## src/rtl/freq_detect_pkg.sv

```systemverilog
// Shared types and constants for the multi-channel frequency detector.
package freq_detect_pkg;

  typedef enum logic [2:0] {
    ST_IDLE,
    ST_SELECT,
    ST_PREPARE,
    ST_COUNT,
    ST_DETECT,
    ST_REPORT
  } state_e;

  localparam int unsigned MAG_SHIFT  = 10;
  localparam int unsigned INIT_W     = 5;
  localparam int unsigned MAG_INIT_W = 11;

endpackage

```

## src/rtl/freq_detect_mc_if.sv

```systemverilog
// Sweep control and per-channel report bus of freq_detect_mc.
interface freq_detect_mc_if #(
  parameter int unsigned WIDTH = 16,
  parameter int unsigned CH    = 4,
  parameter int unsigned IDX_W = (CH > 1) ? $clog2(CH) : 1
);
  logic             Start_i;
  logic [CH-1:0]    Ch_en_i;
  logic             Busy_o;
  logic             Finish_o;
  logic             Ch_valid_o;
  logic [IDX_W-1:0] Ch_idx_o;
  logic [WIDTH-1:0] Ch_result_o;
  logic [WIDTH-1:0] Ch_fullscale_o;
  logic [CH-1:0]    Ch_warning_o;
  logic [CH-1:0]    Ch_stuck_o;

  modport master (
    output Start_i, Ch_en_i,
    input  Busy_o, Finish_o, Ch_valid_o, Ch_idx_o, Ch_result_o,
           Ch_fullscale_o, Ch_warning_o, Ch_stuck_o
  );

  modport slave (
    input  Start_i, Ch_en_i,
    output Busy_o, Finish_o, Ch_valid_o, Ch_idx_o, Ch_result_o,
           Ch_fullscale_o, Ch_warning_o, Ch_stuck_o
  );
endinterface

```

## src/rtl/freq_window_counter.sv

```systemverilog
// Window countdown plus saturating pulse counter on the selected channel.
module freq_window_counter #(
  parameter int unsigned WIDTH = 16,
  parameter int unsigned CH    = 4,
  parameter int unsigned IDX_W = (CH > 1) ? $clog2(CH) : 1
) (
  input  logic             clk_i,
  input  logic             rst_ni,
  input  logic             start_i,
  input  logic [WIDTH-1:0] fullscale_i,
  input  logic [CH-1:0]    pulse_i,
  input  logic [IDX_W-1:0] sel_i,
  output logic             done_o,
  output logic [WIDTH-1:0] count_o
);

  logic             active_q, active_d;
  logic [WIDTH-1:0] remain_q, remain_d;
  logic [WIDTH-1:0] cnt_q, cnt_d;
  logic             pulse;

  assign pulse = pulse_i[sel_i];

  always_comb begin
    active_d = active_q;
    remain_d = remain_q;
    cnt_d    = cnt_q;
    if (start_i) begin
      // A zero-length window still measures for one cycle.
      remain_d = (fullscale_i == '0) ? WIDTH'(1) : fullscale_i;
      cnt_d    = '0;
      active_d = 1'b1;
    end else if (active_q) begin
      if (pulse && (cnt_q != '1)) cnt_d = cnt_q + WIDTH'(1);
      if (remain_q == WIDTH'(1)) active_d = 1'b0;
      else                       remain_d = remain_q - WIDTH'(1);
    end
  end

  always_ff @(posedge clk_i or negedge rst_ni) begin
    if (!rst_ni) begin
      active_q <= 1'b0;
      remain_q <= '0;
      cnt_q    <= '0;
    end else begin
      active_q <= active_d;
      remain_q <= remain_d;
      cnt_q    <= cnt_d;
    end
  end

  assign done_o  = active_q && (remain_q == WIDTH'(1));
  assign count_o = cnt_q;

endmodule

```

## src/rtl/freq_detect_mc.sv

```systemverilog
// Multi-channel auto-ranging frequency detector (sweep FSM + window counter).
// Optional build macro FREQ_DETECT_MC_STUCK_EN enables the stuck-channel flags.
module freq_detect_mc
  import freq_detect_pkg::*;
#(
  parameter int unsigned WIDTH = 16,
  parameter int unsigned CH    = 4,
  parameter int unsigned IDX_W = (CH > 1) ? $clog2(CH) : 1
) (
  input  logic                  Clk_ref_i,
  input  logic                  Rst_n_i,
  input  logic [CH-1:0]         Test_pulse_i,
  input  logic [INIT_W-1:0]     FullScaleInitial,
  input  logic [INIT_W-1:0]     LowerBoundInitial,
  input  logic [INIT_W-1:0]     UpperBoundInitial,
  input  logic [MAG_INIT_W-1:0] MagnifyInitial,
  input  logic [INIT_W-1:0]     MagnifyUpperLimit,
  freq_detect_mc_if.slave       bus
);

  state_e           state_q, state_d;
  logic             start_prev_q, start_prev_d;
  logic             rise_q, rise_d;
  logic [CH-1:0]    en_q, en_d;
  logic [CH-1:0]    done_q, done_d;
  logic [IDX_W-1:0] sel_q, sel_d;
  logic [WIDTH-1:0] magnify_q, magnify_d;
  logic [WIDTH-1:0] fs_q, fs_d;
  logic [WIDTH-1:0] up_q, up_d;
  logic [WIDTH-1:0] lo_q, lo_d;
  logic             busy_q, busy_d;
  logic             finish_q, finish_d;
  logic             valid_q, valid_d;
  logic [IDX_W-1:0] idx_q, idx_d;
  logic [WIDTH-1:0] result_q, result_d;
  logic [WIDTH-1:0] fs_out_q, fs_out_d;
  logic [CH-1:0]    warn_q, warn_d;
`ifdef FREQ_DETECT_MC_STUCK_EN
  logic [CH-1:0]    stuck_q, stuck_d;
`endif

  logic [CH-1:0]    pending;
  logic [IDX_W-1:0] pick;
  logic [WIDTH-1:0] prod_fs, prod_up, prod_lo;
  logic [31:0]      limit;
  logic             below_limit;
  logic             cnt_start;
  logic             cnt_done;
  logic [WIDTH-1:0] cnt;

  assign prod_fs     = magnify_q * WIDTH'(FullScaleInitial);
  assign prod_up     = magnify_q * WIDTH'(UpperBoundInitial);
  assign prod_lo     = magnify_q * WIDTH'(LowerBoundInitial);
  assign limit       = 32'(MagnifyUpperLimit) << MAG_SHIFT;
  assign below_limit = 32'(magnify_q) < limit;
  assign pending     = en_q & ~done_q;
  assign cnt_start   = (state_q == ST_PREPARE);

  always_comb begin
    pick = '0;
    for (int unsigned i = CH; i > 0; i--) begin
      if (pending[i-1]) pick = IDX_W'(i - 1);
    end
  end

  freq_window_counter #(
    .WIDTH (WIDTH),
    .CH    (CH),
    .IDX_W (IDX_W)
  ) u_win (
    .clk_i       (Clk_ref_i),
    .rst_ni      (Rst_n_i),
    .start_i     (cnt_start),
    .fullscale_i (prod_fs),
    .pulse_i     (Test_pulse_i),
    .sel_i       (sel_q),
    .done_o      (cnt_done),
    .count_o     (cnt)
  );

  always_comb begin
    state_d      = state_q;
    start_prev_d = bus.Start_i;
    rise_d       = bus.Start_i & ~start_prev_q;
    en_d         = en_q;
    done_d       = done_q;
    sel_d        = sel_q;
    magnify_d    = magnify_q;
    fs_d         = fs_q;
    up_d         = up_q;
    lo_d         = lo_q;
    finish_d     = 1'b0;
    valid_d      = 1'b0;
    idx_d        = idx_q;
    result_d     = result_q;
    fs_out_d     = fs_out_q;
    warn_d       = warn_q;
`ifdef FREQ_DETECT_MC_STUCK_EN
    stuck_d      = stuck_q;
`endif
    unique case (state_q)
      ST_IDLE: begin
        if (rise_q) begin
          en_d    = bus.Ch_en_i;
          done_d  = '0;
          warn_d  = '0;
`ifdef FREQ_DETECT_MC_STUCK_EN
          stuck_d = '0;
`endif
          state_d = ST_SELECT;
          // Finish is registered, so it is decided on the edge entering SELECT.
          finish_d = (bus.Ch_en_i == '0);
        end
      end
      ST_SELECT: begin
        if (pending != '0) begin
          sel_d     = pick;
          magnify_d = WIDTH'(MagnifyInitial);
          state_d   = ST_PREPARE;
        end else begin
          state_d = ST_IDLE;
        end
      end
      ST_PREPARE: begin
        fs_d    = prod_fs;
        up_d    = prod_up;
        lo_d    = prod_lo;
        state_d = ST_COUNT;
      end
      ST_COUNT: begin
        if (cnt_done) state_d = ST_DETECT;
      end
      ST_DETECT: begin
        if (((cnt == up_q) || (cnt == lo_q)) && below_limit) begin
          magnify_d = magnify_q << 1;
          state_d   = ST_PREPARE;
        end else begin
          valid_d       = 1'b1;
          idx_d         = sel_q;
          result_d      = cnt;
          fs_out_d      = fs_q;
          warn_d[sel_q] = warn_q[sel_q] | (cnt > up_q) | (cnt < lo_q) | ~below_limit;
`ifdef FREQ_DETECT_MC_STUCK_EN
          stuck_d[sel_q] = stuck_q[sel_q] | (cnt <= ((lo_q >> 3) + WIDTH'(1)));
`endif
          done_d[sel_q] = 1'b1;
          state_d       = ST_REPORT;
        end
      end
      ST_REPORT: begin
        state_d  = ST_SELECT;
        finish_d = (pending == '0);
      end
      default: state_d = ST_IDLE;
    endcase
    busy_d = (state_d != ST_IDLE);
  end

  always_ff @(posedge Clk_ref_i or negedge Rst_n_i) begin
    if (!Rst_n_i) begin
      state_q      <= ST_IDLE;
      start_prev_q <= 1'b0;
      rise_q       <= 1'b0;
      en_q         <= '0;
      done_q       <= '0;
      sel_q        <= '0;
      magnify_q    <= WIDTH'(1);
      fs_q         <= '0;
      up_q         <= '0;
      lo_q         <= '0;
      busy_q       <= 1'b0;
      finish_q     <= 1'b0;
      valid_q      <= 1'b0;
      idx_q        <= '0;
      result_q     <= '0;
      fs_out_q     <= '0;
      warn_q       <= '0;
`ifdef FREQ_DETECT_MC_STUCK_EN
      stuck_q      <= '0;
`endif
    end else begin
      state_q      <= state_d;
      start_prev_q <= start_prev_d;
      rise_q       <= rise_d;
      en_q         <= en_d;
      done_q       <= done_d;
      sel_q        <= sel_d;
      magnify_q    <= magnify_d;
      fs_q         <= fs_d;
      up_q         <= up_d;
      lo_q         <= lo_d;
      busy_q       <= busy_d;
      finish_q     <= finish_d;
      valid_q      <= valid_d;
      idx_q        <= idx_d;
      result_q     <= result_d;
      fs_out_q     <= fs_out_d;
      warn_q       <= warn_d;
`ifdef FREQ_DETECT_MC_STUCK_EN
      stuck_q      <= stuck_d;
`endif
    end
  end

  assign bus.Busy_o         = busy_q;
  assign bus.Finish_o       = finish_q;
  assign bus.Ch_valid_o     = valid_q;
  assign bus.Ch_idx_o       = idx_q;
  assign bus.Ch_result_o    = result_q;
  assign bus.Ch_fullscale_o = fs_out_q;
  assign bus.Ch_warning_o   = warn_q;
`ifdef FREQ_DETECT_MC_STUCK_EN
  assign bus.Ch_stuck_o     = stuck_q;
`else
  assign bus.Ch_stuck_o     = '0;
`endif

endmodule

```

## src/flat_wrapper.sv

```systemverilog
// flat-port wrapper written by rule: the top's interface ports become plain ports
module freq_detect_mc_flat import freq_detect_pkg::*;
#(
  parameter int unsigned WIDTH = 16,
  parameter int unsigned CH    = 4,
  parameter int unsigned IDX_W = (CH > 1) ? $clog2(CH) : 1
)
  (Clk_ref_i, Rst_n_i, Test_pulse_i, FullScaleInitial, LowerBoundInitial, UpperBoundInitial, MagnifyInitial, MagnifyUpperLimit, bus_Start_i, bus_Ch_en_i, bus_Busy_o, bus_Finish_o, bus_Ch_valid_o, bus_Ch_idx_o, bus_Ch_result_o, bus_Ch_fullscale_o, bus_Ch_warning_o, bus_Ch_stuck_o);
  freq_detect_mc_if #(.WIDTH(WIDTH), .CH(CH), .IDX_W(IDX_W)) bus_i ();
  input  logic Clk_ref_i;
  input  logic Rst_n_i;
  input  logic [CH-1:0] Test_pulse_i;
  input  logic [INIT_W-1:0] FullScaleInitial;
  input  logic [INIT_W-1:0] LowerBoundInitial;
  input  logic [INIT_W-1:0] UpperBoundInitial;
  input  logic [MAG_INIT_W-1:0] MagnifyInitial;
  input  logic [INIT_W-1:0] MagnifyUpperLimit;
  input wire logic [$bits(bus_i.Start_i)-1:0] bus_Start_i;
  input wire logic [$bits(bus_i.Ch_en_i)-1:0] bus_Ch_en_i;
  output wire logic [$bits(bus_i.Busy_o)-1:0] bus_Busy_o;
  output wire logic [$bits(bus_i.Finish_o)-1:0] bus_Finish_o;
  output wire logic [$bits(bus_i.Ch_valid_o)-1:0] bus_Ch_valid_o;
  output wire logic [$bits(bus_i.Ch_idx_o)-1:0] bus_Ch_idx_o;
  output wire logic [$bits(bus_i.Ch_result_o)-1:0] bus_Ch_result_o;
  output wire logic [$bits(bus_i.Ch_fullscale_o)-1:0] bus_Ch_fullscale_o;
  output wire logic [$bits(bus_i.Ch_warning_o)-1:0] bus_Ch_warning_o;
  output wire logic [$bits(bus_i.Ch_stuck_o)-1:0] bus_Ch_stuck_o;
  assign bus_i.Start_i = bus_Start_i;
  assign bus_i.Ch_en_i = bus_Ch_en_i;
  assign bus_Busy_o = bus_i.Busy_o;
  assign bus_Finish_o = bus_i.Finish_o;
  assign bus_Ch_valid_o = bus_i.Ch_valid_o;
  assign bus_Ch_idx_o = bus_i.Ch_idx_o;
  assign bus_Ch_result_o = bus_i.Ch_result_o;
  assign bus_Ch_fullscale_o = bus_i.Ch_fullscale_o;
  assign bus_Ch_warning_o = bus_i.Ch_warning_o;
  assign bus_Ch_stuck_o = bus_i.Ch_stuck_o;
  freq_detect_mc #(.WIDTH(WIDTH), .CH(CH), .IDX_W(IDX_W)) u_core (.Clk_ref_i(Clk_ref_i), .Rst_n_i(Rst_n_i), .Test_pulse_i(Test_pulse_i), .FullScaleInitial(FullScaleInitial), .LowerBoundInitial(LowerBoundInitial), .UpperBoundInitial(UpperBoundInitial), .MagnifyInitial(MagnifyInitial), .MagnifyUpperLimit(MagnifyUpperLimit), .bus(bus_i));
endmodule
```

## config.mk

```make
export PLATFORM = sky130hd
export DESIGN_NAME = freq_detect_mc_flat
export DESIGN_NICKNAME = d
export VERILOG_FILES = /design/src/rtl/freq_detect_pkg.sv /design/src/rtl/freq_detect_mc_if.sv /design/src/rtl/freq_window_counter.sv /design/src/rtl/freq_detect_mc.sv /design/src/flat_wrapper.sv
export SDC_FILE = /design/constraint.sdc
export NUM_CORES = 1
export LEC_CHECK = 0
export BUFFER_PORTS_ARGS = -buffer_cell sky130_fd_sc_hd__buf_2
export CELL_PAD_IN_SITES_DETAIL_PLACEMENT = 0
export CELL_PAD_IN_SITES_GLOBAL_PLACEMENT = 1
export CORE_MARGIN = 5
export CORE_UTILIZATION = 49
export CTS_BUF_LIST = sky130_fd_sc_hd__clkbuf_16
export DETAILED_ROUTE_END_ITERATION = 8
export PLACE_DENSITY_LB_ADDON = 0.25
export SYNTH_ARGS = -nofsm -noshare
export SYNTH_HDL_FRONTEND = slang
export SYNTH_SLANG_ARGS = --single-unit
```

## constraint.sdc

```tcl
create_clock -name Clk_ref_i -period 6.4 [get_ports Clk_ref_i]
set_clock_uncertainty 0.2 [all_clocks]
set_input_delay 0.64 -clock Clk_ref_i [delete_from_list [all_inputs] [get_ports Clk_ref_i]]
set_output_delay 0.64 -clock Clk_ref_i [all_outputs]
set_load 0.05 [all_outputs]
```

==> flow_summary.json <==
{
  "status": "complete, no violations",
  "place_area_mm2": 0.0136,
  "arrival_ps": 5360,
  "place_inst": 1755,
  "yosys.cell_types.count": 71,
  "io_buffers": 82,
  "netSwitchingFraction_pct": 48.1,
  "cts.repair.resized": 0,
  "dieArea_mm2": 0.0298,
  "critPathCaptureType": "register",
  "yosys_warnings": 0,
  "cp_max_fo": 17,
  "initial_core_util_pct": 49.8,
  "tightest_slew_ps": 998,
  "synthesis.area_mm2": 0.0130,
  "fillCellCount": 2411,
  "hold_buffers": 0,
  "grt_pass1_wl_um": 50400,
  "synth_area_leaders": "dfrtp_1, fa_1, ha_1",
  "design_area_mm2": 0.0143,
  "cts_buffers": 17,
  "drive_gt1_share_pct": 12.3,
  "layout_min_cycle_time_ps": 5220,
  "track_usage_pct": 20.1,
  "finalMaxSlewViolations": 0,
  "finalHoldViolations": 0,
  "async_flop_share_pct": 100,
  "setup_viol": 0,
  "fin_nets": 1679,
  "hpwlAfterDp_um": 22100,
  "finalWorstSetupSlack_ps": 1180,
  "route.detailed.wl_per_inst_um": 16.4,
  "grt_max_degree": 99,
  "met3_length_um": 1590,
  "rows": 59,
  "yosysTopAreaCellShare_pct": 29.3,
  "overflow": 0,
  "synth_flop_cell": "dfrtp_1",
  "cap_violations": 0,
  "pwr-share-clk_pct": 15.5,
  "yosysSeqAreaShare_pct": 29.5,
  "syn_area_per_cell_um2": 9.32,
  "cts-root-buf": "clkbuf_16",
  "pwr-share-comb_pct": 60.7,
  "antenna_found_initial": 0,
  "mostFrequentLayoutCells": "nand2_1, dfrtp_1, inv_1",
  "synth-edff-count": 0,
  "dr.max_layer_used": "met4",
  "synth_cells": 1391,
  "r2r_end": "u_core.u_win.remain_q[13]$_DFFE_PN0P_",
  "post_cts_buffers": 0,
  "globalplace.congestion": 0.863,
  "h-tree-depth": 4,
  "cts_tree": "built",
  "r2r_cells": 14,
  "reg2reg_from": "u_core.magnify_q[3]$_DFFE_PN0P_",
  "drtAntennaViolNets": 0,
  "clock-sinks": 153,
  "drtIter0Drc": 554,
  "insertedDiodeCount": 0,
  "worstSkewPairLatency_ps": 430,
  "critical_path_class": "reg -> reg",
  "firstDrtPassIters": 5,
  "routed_wl_um": 29300,
  "slew_headroom_pct": 33.2,
  "rsz0062_at_grt": "no",
  "syn_to_final_growth_pct": 9.90,
  "drc_errors": 0,
  "grt_pass1_vias": 9876,
  "ys_seq_elements": 153,
  "required_ps": 6540,
  "fin_tns_setup_ps": 0,
  "vdd_drop_max_uv": 204,
  "layout_commonest_cell": "nand2_1",
  "cp-start-kind": "register",
  "p_total_mw": 6.84,
  "p_switching_mw": 3.29,
  "fp.dieW_um": 173,
  "p_per_area_mw_per_mm2": 480,
  "fmaxAchievable_mhz": 192,
  "drt-vias-per-instance": 5.41,
  "p_leak_nw": 7.09,
  "met2_length_um": 13100,
  "finalNonFillerCells": 1787,
  "fin_crit_sh_pct": 81.5,
  "cts_buffer_depth": 2,
  "core_area_mm2": 0.0261,
  "vias": 9659,
  "cellInternalPower_mw": 3.55,
  "synth_top_cell_by_area": "dfrtp_1",
  "cts.clk_slew.worst_paths_ps": 80,
  "place_ws_ps": 1210,
  "io_pins": 87,
  "seq_power_share_pct": 23.8,
  "die-height_um": 173,
  "worstHoldPathType": "in -> async",
  "m1WireLength_um": 14400,
  "r2r_setup_slack_ps": 1180
}
## layer usage
metal | GRT usage [%] | vias to the layer above
met5 | 0 | -
met4 | 3.60 | 0
met3 | 3.80 | 22
met2 | 31.7 | 203
met1 | 29.4 | 4748
li1 | - | 4686
## worst max path at each step
stage / endpoint / cells after the start / slack, ps / startpoint
floorplan: u_core.lo_q[15]$_DFFE_PN0P_ / 15 / 1760 / u_core.magnify_q[0]$_DFFE_PN1P_
global placement: u_core.u_win.remain_q[0]$_DFFE_PN0P_ / 15 / 1390 / FullScaleInitial[2]
detailed placement: u_core.u_win.remain_q[13]$_DFFE_PN0P_ / 15 / 1210 / FullScaleInitial[2]
CTS: u_core.u_win.remain_q[13]$_DFFE_PN0P_ / 14 / 1250 / u_core.magnify_q[4]$_DFFE_PN0P_
global route: u_core.u_win.remain_q[13]$_DFFE_PN0P_ / 14 / 780 / u_core.magnify_q[5]$_DFFE_PN0P_
finish: u_core.u_win.remain_q[13]$_DFFE_PN0P_ / 14 / 1180 / u_core.magnify_q[3]$_DFFE_PN0P_
## layout make-up
| class | count | area, um^2 | share of cell area (%) |
|---|---|---|---|
| Clock inverter | 15 | 196 | 1.38 |
| Sequential cell | 153 | 3830 | 26.9 |
| Multi-Input combinational cell | 1031 | 8360 | 58.7 |
| Inverter | 148 | 556 | 3.90 |
| Timing Repair Buffer | 88 | 462 | 3.24 |
| Tap cell | 335 | 419 | 2.94 |
| Clock buffer | 17 | 425 | 2.99 |
## cell families after synthesis
family | count (synthesis) | share of synthesized area, %
simple gates | 491 | 18.7
buf+inv | 210 | 6.24
flops | 153 | 29.5
compound gates | 208 | 10.4
xor+xnor | 73 | 4.93
mux | 57 | 4.96
fa+ha+maj | 198 | 25.2
other cells | 1 | 0.0289
## through the flow
| step | util, % | hold slack [ps] |
|---|---|---|
| floorplan | - | 144 |
| global placement | 52.3 | 191 |
| detailed placement | 52.3 | 204 |
| CTS | 54.7 | 109 |
| global route | 54.7 | 102 |
| finish | 54.7 | 118 |
## synth_stat cells, drive strengths merged, types with 5 or more instances
cell / number
nand2: 203
dfrtp: 152
inv: 148
and2: 113
fa: 105
ha: 93
o21ai: 75
nor2: 58
clkbuf: 52
xnor2: 40
mux2: 38
a21oi: 33
xor2: 33
nand3: 26
mux2i: 17
a21o: 16
nor3: 16
o21a: 13
a211oi: 12
buf: 10
or3: 10
nor4: 9
o31ai: 9
nand2b: 8
nand4: 8
nor2b: 8
and3: 7
or2: 7
a31oi: 6
and4: 5
## critical path, stage by stage, from the launching register on
cell      delay, ps
dfrtp_1         780
and2_1          240
fa_1            430
fa_1            500
inv_1            50
fa_1            470
inv_1            40
ha_1            220
nor4_1          570
nor2_1          110
a22oi_1         220
nand2_1         160
o311ai_0        730
nand2_1         260
o21ai_0         140
## sequential cells by signal (all words and copies together), names as in the netlist, 16 cells and up
signal / flops
u_core.fs_q: 16
u_core.magnify_q: 16
u_core.bus.Ch_result_o: 16
u_core.up_q: 16
u_core.lo_q: 16
u_core.u_win.count_o: 16
u_core.bus.Ch_fullscale_o: 16
u_core.u_win.remain_q: 16
## power by group through the flow
stage / clock network (mW) / logic (mW) / registers (mW)
3_5_place_dp: 0 / 4.13 / 1.65
2_1_floorplan: 0 / 3.33 / 1.45
6_report: 1.06 / 4.15 / 1.63
4_1_cts: 1.08 / 4.18 / 1.63
3_3_place_gp: 0 / 4.07 / 1.63
5_1_grt: 1.12 / 4.81 / 1.68
Note: power is estimated with default switching activity, not from simulation.
